### config.mk
export PLATFORM = sky130hd
export DESIGN_NAME = usm_row_accumulator_flat
export DESIGN_NICKNAME = d
export VERILOG_FILES = /design/src/rtl/usm_row_accumulator_pkg.sv /design/src/rtl/usm_row_accumulator_if.sv /design/src/rtl/usm_row_accumulator_norm_sat.sv /design/src/rtl/usm_row_accumulator.sv /design/src/flat_wrapper.sv
export SDC_FILE = /design/constraint.sdc
export NUM_CORES = 1
export LEC_CHECK = 0
export BUFFER_PORTS_ARGS = -buffer_cell sky130_fd_sc_hd__buf_4
export CORE_MARGIN = 4
export CORE_UTILIZATION = 61
export DETAILED_ROUTE_END_ITERATION = 10
export PLACE_DENSITY = 0.83
export SYNTH_ARGS = -nofsm -noshare
export SYNTH_HDL_FRONTEND = slang
export SYNTH_SLANG_ARGS = --single-unit
### constraint.sdc
create_clock -name clk -period 17.4 [get_ports clk]
set_clock_uncertainty 0.2 [all_clocks]
set_input_delay 0.87 -clock clk [delete_from_list [all_inputs] [get_ports clk]]
set_output_delay 0.87 -clock clk [all_outputs]
set_load 0.02 [all_outputs]
### src/rtl/usm_row_accumulator_pkg.sv
// Shared USM constants and helpers for the row accumulator.
// Optional rounding is selected with the USM_ACC_ROUND_EN macro in usm_norm_sat.
package usm_row_accumulator_pkg;

    localparam int DEFAULT_SHIFT     = 8;
    localparam int DEFAULT_OUT_WIDTH = 8;

    // Sum of cov_size unsigned values of psum_width bits never needs more bits than this.
    function automatic int acc_width(input int psum_width, input int cov_size);
        return psum_width + $clog2(cov_size);
    endfunction

    function automatic logic [63:0] saturate(input logic [63:0] value, input int unsigned width);
        logic [63:0] limit;
        limit = (width >= 64) ? '1 : ((64'd1 << width) - 64'd1);
        return (value > limit) ? limit : value;
    endfunction

endpackage

### src/rtl/usm_row_accumulator_if.sv
// Partial-sum input strobe and valid/ready result bus of the row accumulator.
interface usm_row_accumulator_if
    import usm_row_accumulator_pkg::*;
#(
    parameter int OUTPUT_LENGTH = 8,
    parameter int PSUM_WIDTH    = 18,
    parameter int OUT_WIDTH     = DEFAULT_OUT_WIDTH
);
    logic                                psum_valid;
    logic [OUTPUT_LENGTH*PSUM_WIDTH-1:0] psum_vector;
    logic                                out_valid;
    logic                                out_ready;
    logic [OUTPUT_LENGTH*OUT_WIDTH-1:0]  out_pixels;

    modport master (
        output psum_valid, psum_vector, out_ready,
        input  out_valid, out_pixels
    );

    modport slave (
        input  psum_valid, psum_vector, out_ready,
        output out_valid, out_pixels
    );
endinterface

### src/rtl/usm_row_accumulator_norm_sat.sv
// Combinational per-lane normalize (shift, optional round-half-up) and clamp.
// Rounding is enabled by defining USM_ACC_ROUND_EN; SHIFT = 0 always passes through.
module usm_norm_sat
    import usm_row_accumulator_pkg::*;
#(
    parameter int ACC_WIDTH = 20,
    parameter int SHIFT     = DEFAULT_SHIFT,
    parameter int OUT_WIDTH = DEFAULT_OUT_WIDTH
) (
    input  logic [ACC_WIDTH-1:0] sum,
    output logic [OUT_WIDTH-1:0] pixel
);
    // One extra bit so the rounding add cannot wrap.
    logic [ACC_WIDTH:0] shifted;

    generate
`ifdef USM_ACC_ROUND_EN
        if (SHIFT > 0) begin : g_round
            localparam logic [ACC_WIDTH:0] HALF = (ACC_WIDTH+1)'(1) << (SHIFT - 1);
            assign shifted = ({1'b0, sum} + HALF) >> SHIFT;
        end else begin : g_pass
            assign shifted = {1'b0, sum};
        end
`else
        if (SHIFT > 0) begin : g_trunc
            assign shifted = {1'b0, sum} >> SHIFT;
        end else begin : g_pass
            assign shifted = {1'b0, sum};
        end
`endif
    endgenerate

    assign pixel = OUT_WIDTH'(saturate(64'(shifted), OUT_WIDTH));

endmodule

### src/rtl/usm_row_accumulator.sv
// Vertical reduction of COV_SIZE row partial sums per lane into normalized pixels,
// presented on a single-entry valid/ready buffer; rounding via USM_ACC_ROUND_EN.
module usm_row_accumulator
    import usm_row_accumulator_pkg::*;
#(
    parameter int OUTPUT_LENGTH = 8,
    parameter int COV_SIZE      = 3,
    parameter int PSUM_WIDTH    = 18,
    parameter int SHIFT         = DEFAULT_SHIFT,
    parameter int OUT_WIDTH     = DEFAULT_OUT_WIDTH
) (
    input  logic                          clk,
    input  logic                          rst_n,
    input  logic                          clear,
    usm_row_accumulator_if.slave          bus,
    output logic [$clog2(COV_SIZE)-1:0]   row_cnt,
    output logic                          ovf_err
);
    localparam int ACC_WIDTH = acc_width(PSUM_WIDTH, COV_SIZE);
    localparam int CNT_WIDTH = $clog2(COV_SIZE);
    localparam logic [CNT_WIDTH-1:0] LAST_ROW = CNT_WIDTH'(COV_SIZE - 1);

    logic [ACC_WIDTH-1:0]               acc       [OUTPUT_LENGTH];
    logic [ACC_WIDTH-1:0]               psum_lane [OUTPUT_LENGTH];
    logic [ACC_WIDTH-1:0]               sum_lane  [OUTPUT_LENGTH];
    logic [OUTPUT_LENGTH*OUT_WIDTH-1:0] result;
    logic [OUTPUT_LENGTH*OUT_WIDTH-1:0] out_pixels;
    logic                               out_valid;

    logic take_row;
    logic last_row;
    logic complete;
    logic accept;
    logic load;

    // The upstream convolver cannot stall, so clear simply drops a coincident row.
    assign take_row = bus.psum_valid & ~clear;
    assign last_row = (row_cnt == LAST_ROW);
    assign complete = take_row & last_row;
    assign accept   = out_valid & bus.out_ready;
    assign load     = complete & (~out_valid | bus.out_ready);

    generate
        for (genvar i = 0; i < OUTPUT_LENGTH; i++) begin : g_lane
            assign psum_lane[i] = ACC_WIDTH'(bus.psum_vector[i*PSUM_WIDTH +: PSUM_WIDTH]);
            // Only read on the last row, when acc[i] always holds the earlier rows.
            assign sum_lane[i]  = acc[i] + psum_lane[i];

            usm_norm_sat #(
                .ACC_WIDTH (ACC_WIDTH),
                .SHIFT     (SHIFT),
                .OUT_WIDTH (OUT_WIDTH)
            ) u_norm_sat (
                .sum   (sum_lane[i]),
                .pixel (result[i*OUT_WIDTH +: OUT_WIDTH])
            );
        end
    endgenerate

    // NOTE: sequential state uses non-blocking assignments so every register samples
    // pre-edge values regardless of statement order.
    always_ff @(posedge clk) begin
        if (!rst_n) begin
            row_cnt    <= '0;
            ovf_err    <= 1'b0;
            out_valid  <= 1'b0;
            out_pixels <= '0;
            // NOTE: the accumulator array is reset too, so no stale partial rows
            // survive a reset even though row_cnt == 0 would mask them.
            for (int i = 0; i < OUTPUT_LENGTH; i++) begin
                acc[i] <= '0;
            end
        end else begin
            if (clear) begin
                row_cnt <= '0;
                ovf_err <= 1'b0;
            end else if (bus.psum_valid) begin
                if (last_row) begin
                    row_cnt <= '0;
                    if (!load) begin
                        ovf_err <= 1'b1;
                    end
                end else begin
                    row_cnt <= row_cnt + CNT_WIDTH'(1);
                    for (int i = 0; i < OUTPUT_LENGTH; i++) begin
                        acc[i] <= ((row_cnt == '0) ? '0 : acc[i]) + psum_lane[i];
                    end
                end
            end

            // The output buffer ignores clear; only load and accept move it.
            if (load) begin
                out_valid  <= 1'b1;
                out_pixels <= result;
            end else if (accept) begin
                out_valid  <= 1'b0;
            end
        end
    end

    assign bus.out_valid  = out_valid;
    assign bus.out_pixels = out_pixels;

endmodule

### src/flat_wrapper.sv
// flat-port wrapper written by rule: the top's interface ports become plain ports
module usm_row_accumulator_flat import usm_row_accumulator_pkg::*;
#(
    parameter int OUTPUT_LENGTH = 8,
    parameter int COV_SIZE      = 3,
    parameter int PSUM_WIDTH    = 18,
    parameter int SHIFT         = DEFAULT_SHIFT,
    parameter int OUT_WIDTH     = DEFAULT_OUT_WIDTH
)
  (clk, rst_n, clear, row_cnt, ovf_err, bus_psum_valid, bus_psum_vector, bus_out_ready, bus_out_valid, bus_out_pixels);
  usm_row_accumulator_if #(.OUTPUT_LENGTH(OUTPUT_LENGTH), .PSUM_WIDTH(PSUM_WIDTH), .OUT_WIDTH(OUT_WIDTH)) bus_i ();
  input  logic clk;
  input  logic rst_n;
  input  logic clear;
  output logic [$clog2(COV_SIZE)-1:0] row_cnt;
  output logic ovf_err;
  input wire logic [$bits(bus_i.psum_valid)-1:0] bus_psum_valid;
  input wire logic [$bits(bus_i.psum_vector)-1:0] bus_psum_vector;
  input wire logic [$bits(bus_i.out_ready)-1:0] bus_out_ready;
  output wire logic [$bits(bus_i.out_valid)-1:0] bus_out_valid;
  output wire logic [$bits(bus_i.out_pixels)-1:0] bus_out_pixels;
  assign bus_i.psum_valid = bus_psum_valid;
  assign bus_i.psum_vector = bus_psum_vector;
  assign bus_i.out_ready = bus_out_ready;
  assign bus_out_valid = bus_i.out_valid;
  assign bus_out_pixels = bus_i.out_pixels;
  usm_row_accumulator #(.OUTPUT_LENGTH(OUTPUT_LENGTH), .COV_SIZE(COV_SIZE), .PSUM_WIDTH(PSUM_WIDTH), .SHIFT(SHIFT), .OUT_WIDTH(OUT_WIDTH)) u_core (.clk(clk), .rst_n(rst_n), .clear(clear), .bus(bus_i), .row_cnt(row_cnt), .ovf_err(ovf_err));
endmodule
==> Yosys cells after proc, flatten, opt, wreduce, memory -nomap -nowiden <==
Memory sizes are Yosys's and may differ from the RTL's.
Index checks and enable logic that the tools add are counted.
Widths: inputs -> output; s select.
{ "totals": {"mem_bits_rw": 160, "memories": 1, "reg_bits": 68, "in_bits": 149} }
{ "mem_list": {"columns": ["memory", "words", "word_bits", "rd", "rd_clocked_by_memory_dff", "wr", "line", "rtl"], "rows": [
  ["u_core.acc", 8, 20, 8, 0, 8, "usm_row_accumulator.sv:23", "logic [ACC_WIDTH-1:0] acc [OUTPUT_LENGTH];"]
]} }
{ "op_classes": {"reduce_logical": 4, "add_sub_neg": 17, "magnitude_cmp": 8, "mux": 33, "n_eq_ne": 1, "n_bitwise": 17} }
{ "op_table": {"columns": ["cell", "count"], "rows": [
  ["$add 20x18->20", 16],
  ["$mux 20", 16],
  ["$gt 12x8->1 const B", 8],
  ["$mux 8", 8],
  ["$or 1x1->1", 9],
  ["$mux 1", 8],
  ["$and 1x1->1", 4],
  ["$not 1->1", 4],
  ["$reduce_and 3->1", 1],
  ["$add 2x1->2 const B", 1],
  ["$eq 2x2->1 const B", 1],
  ["$logic_not 2->1", 1],
  ["$mux 2", 1],
  ["$reduce_bool 2->1", 1],
  ["$reduce_or 2->1", 1]
]} }

==> Longest topological paths before layout <==
{ "depth": {"word_depth": 7, "depth_mapped": 18, "ltp_nobuf": 15} }

==> Modules after synthesis <==
Synthesis repeated with hierarchy kept, for this count alone.
{ "unflattened": {"hier_cells": 2743, "hier_area_um2": 23472.5} }
{ "modules_own_cells": {"columns": ["module", "cells_per_inst", "area_each_um2", "n_inst", "seq_area_each_um2"], "rows": [
  ["usm_row_accumulator", 2671, 22902.0, 1, 6165.9],
  ["usm_norm_sat", 9, 71.3, 8, 0.0]
]} }

==> Worst setup path after synthesis <==
No wires, ideal clock.
{ "synth_timing": {"kind": "in2reg", "startpoint": "input bus_psum_valid", "endpoint": "memory u_core.acc[0][0] (enable)", "required_time_ps": 16299, "setup_time_ps": 901, "stages": 3, "t_arrival_ps": 12375, "path_slack_ps": 3924, "cell_sequence": "clkbuf_1 -> nand2b_1 -> o21ai_0"} }
{ "synth_rtl": {"columns": ["item", "line", "rtl"], "rows": [
  ["from (decl)", "flat_wrapper.sv:17", "input wire logic [$bits(bus_i.psum_valid)-1:0] bus_psum_valid;"],
  ["to (decl)", "usm_row_accumulator.sv:23", null]
]} }

==> flow_metrics.env <==
export IMPL_grt_antenna_before_repair=2
export IMPL_post_cts_setup_buffer_count=0
export IMPL_first_pass_iters=5
export IMPL_cts_sinks=228
export IMPL_vias=16690
export IMPL_tightestPinTransition_ns=1.200
export IMPL_dp_hpwl_um=35820
export IMPL_holdWs_ns=0.2861
export IMPL_fin_ws_ns=12.41
export IMPL_powerDensity_mw_per_mm2=71.16
export IMPL_finalCriticalPeriod_ns=4.987
export IMPL_yosys_area_top_type="edfxtp_1"
export IMPL_track_usage=0.2711
export IMPL_r2r_cells=15
export IMPL_cts_hold_buffers=0
export IMPL_postSynthCellCount=2100
export IMPL_die_x_um=186.2
export IMPL_core_area_sq_mm=0.03147
export IMPL_multiInputGateArea_sq_mm=0.01280
export IMPL_totalWireLength_um=48230
export IMPL_ios=217
export IMPL_final_period_utilization=0.2866
export IMPL_ys_flop_type="edfxtp_1"
export IMPL_clk_latency_ns=0.55
export IMPL_arrival_ns=5.06
export IMPL_maxSlewHeadroom=0.1933
export IMPL_postSynth_asyncResetShare=0
export IMPL_outcome="completed"
export IMPL_ys_seq_area_frac=0.3181
export IMPL_crit_chain="or2_4 -> buf_4 -> nand2_1 -> inv_1 -> ha_1 -> a21o_1 -> a21oi_1 -> o21ai_1 -> a2111oi_0 -> o31ai_1 -> o41a_1 -> a21o_1 -> o41a_1 -> xnor2_1 -> nor2_1"
export IMPL_drtIter0Drc=930
export IMPL_vias_per_cell=6.112
export IMPL_place_gp_congestion=0.8884
export IMPL_synthesis_nets=2537
export IMPL_clockBufferDepth=3
export IMPL_start_util=0.6158
export IMPL_nets=2741
export IMPL_htree_levels=1
export IMPL_clk_pin_slew_ns=0.06
export IMPL_fin_tns_setup_ns=0
export IMPL_syn_area_sq_mm=0.01938
export IMPL_ant_nets=0
export IMPL_yosysWarnings=0
export IMPL_final_setup_viol_count=0
export IMPL_synth_top_family_by_area="compound AO/OA/AOI/OAI gates"
export IMPL_syn_avg_cell_area_sq_um=9.229
export IMPL_cts_resized=0
export IMPL_synth_xor_area_share=0.06914
export IMPL_finalMaxSlewViolations=0
export IMPL_synthTopCellsByArea="edfxtp_1 (25%), ha_1 (18%), dfxtp_1 (7.0%)"
export IMPL_grt_pass1_wl_um=79050
export IMPL_hp_class="reg -> reg"
export IMPL_cts_tree="built"
export IMPL_fmax_mhz=200.5
export IMPL_slowest_stage="a2111oi_0"
export IMPL_peakVddDrop_mv=0.08824
export IMPL_drc=0
export IMPL_synth_simple_area_share=0.1968
export IMPL_grt_overflow_total=0
export IMPL_grt_max_degree=75
export IMPL_worstSetupPathType="reg -> reg"
export IMPL_wl_per_cell_um=17.67
export IMPL_cts_inserted_buffers=28
export IMPL_final_common_cell="ha_1"
export IMPL_synth_compound_area_frac=0.2008
export IMPL_slowest_delay_ns=0.64
export IMPL_synth_top_cell_area_share=0.2479
export IMPL_max_cap_violations=0
export IMPL_portBuffers=216
export IMPL_synth_enable_flop_cells=160
export IMPL_critPathRequiredTime_ns=17.47
export IMPL_synth_area_mux_share=0.003163
export IMPL_rows=65
export IMPL_final_util=0.7099
export IMPL_grt_pass1_vias=16960
export IMPL_cts_root_buf="clkbuf_16"
export IMPL_synthAdderAreaFrac=0.1890
export IMPL_total_power_mw=1.590
export IMPL_path_max_fanout=72
export IMPL_end_kind="flip-flop"
export IMPL_register_area_sq_mm=0.006166
export IMPL_dieArea_sq_mm=0.03469
export IMPL_final_cell_mix="ha_1 (280), buf_4 (225), nor2_1 (224), edfxtp_1 (160), and2_1 (157)"
export IMPL_holdPathStages=2
export IMPL_nFillCells=2397
export IMPL_drive_gt1_frac=0.1419
export IMPL_startpoint_type="flip-flop"
export IMPL_synth_cell_types=77
export IMPL_hold_violations=0
export IMPL_area_growth_pct=15.28
export IMPL_die_h_um=186.2
export IMPL_dp_slack_ns=12.51
export IMPL_synth_seq_cells=228
export IMPL_rsz0062_at_grt="no"
export IMPL_power_leakage_nw=10.15
==> cells by family after synthesis <==
family          Yosys count
buf+inv                 118
mux                       6
compound gates          553
simple gates            754
flops                   228
fa+ha+maj               288
xor+xnor                153
==> critical path, delay by kind of cell, from the launching register on <==
kind                     cells  cell delay [ns]
XOR/XNOR                     1             0.14
adder cells (fa/ha/maj)      1             0.22
flip-flops                   1             0.42
AND/OR/NAND/NOR              3             0.63
buffers and inverters        2             0.69
AO/OA/AOI/OAI                8             2.38
==> routing by layer <==
metal,global-route usage,part of all wire,wire length (um)
met1,0.3355,0.42,20430
met2,0.4832,0.49,23500
met3,0.04590,0.060,2879
met4,0.08569,0.029,1400
met5,0,0.00027,13
==> power breakdown <==
| group | internal (mW) | total, mW | switching [mW] | leakage, nW |
|---|---|---|---|---|
| Clock | 0.352 | 0.592 | 0.239 | 0.458 |
| Combinational | 0.164 | 0.367 | 0.203 | 7.44 |
| Sequential | 0.614 | 0.631 | 0.0172 | 2.25 |
| Total | 1.13 | 1.59 | 0.460 | 10.1 |
==> stage by stage <==
step	cell area (sq um)	instances
after floorplan	19380	2100
after global placement	21410	2676
after detailed placement	21410	2676
after CTS	22340	2728
after global routing	22340	2729
final	22340	2730
==> final timing paths <==
check / start / endpoint / slack [ns]
min reg2reg: u_core.ovf_err / u_core.ovf_err / 0.29
max: u_core.row_cnt[0] / u_core.acc[0][57] / 12.41
min: u_core.ovf_err / u_core.ovf_err / 0.29
max reg2reg: u_core.row_cnt[0] / u_core.acc[0][57] / 12.41
==> state kept, by name, summed over array words and instances, names as in the netlist <==
name / cells
u_core.bus.out_valid: 1
u_core.acc: 160
u_core.row_cnt: 2
u_core.bus.out_pixels: 64
u_core.ovf_err: 1
==> synth_stat cells (17+ instances only) <==
| library cell | number |
|---|---|
| a211oi_1 | 24 |
| a21o_1 | 69 |
| a21oi_1 | 145 |
| a31oi_1 | 19 |
| and2_1 | 157 |
| and3_1 | 22 |
| clkbuf_1 | 49 |
| dfxtp_1 | 68 |
| edfxtp_1 | 160 |
| ha_1 | 280 |
| inv_1 | 66 |
| nand2_1 | 106 |
| nand2b_1 | 22 |
| nand3_1 | 39 |
| nand4_1 | 17 |
| nor2_1 | 224 |
| nor2b_1 | 47 |
| nor3_1 | 61 |
| o21a_1 | 32 |
| o21ai_0 | 81 |
| o221a_1 | 32 |
| o221a_2 | 30 |
| xnor2_1 | 89 |
| xor2_1 | 64 |
==> final cells by class <==
cell class	instances	area share
multi-input cells	1754	0.5731
diodes	2	0.0002240
repair buffers	225	0.07560
flip-flops and latches	228	0.2760
inverters	67	0.01126
clock inverters	12	0.005208
well taps	402	0.02251
clock buffers	40	0.03618
No activity file was read; power rests on OpenSTA's default activity.
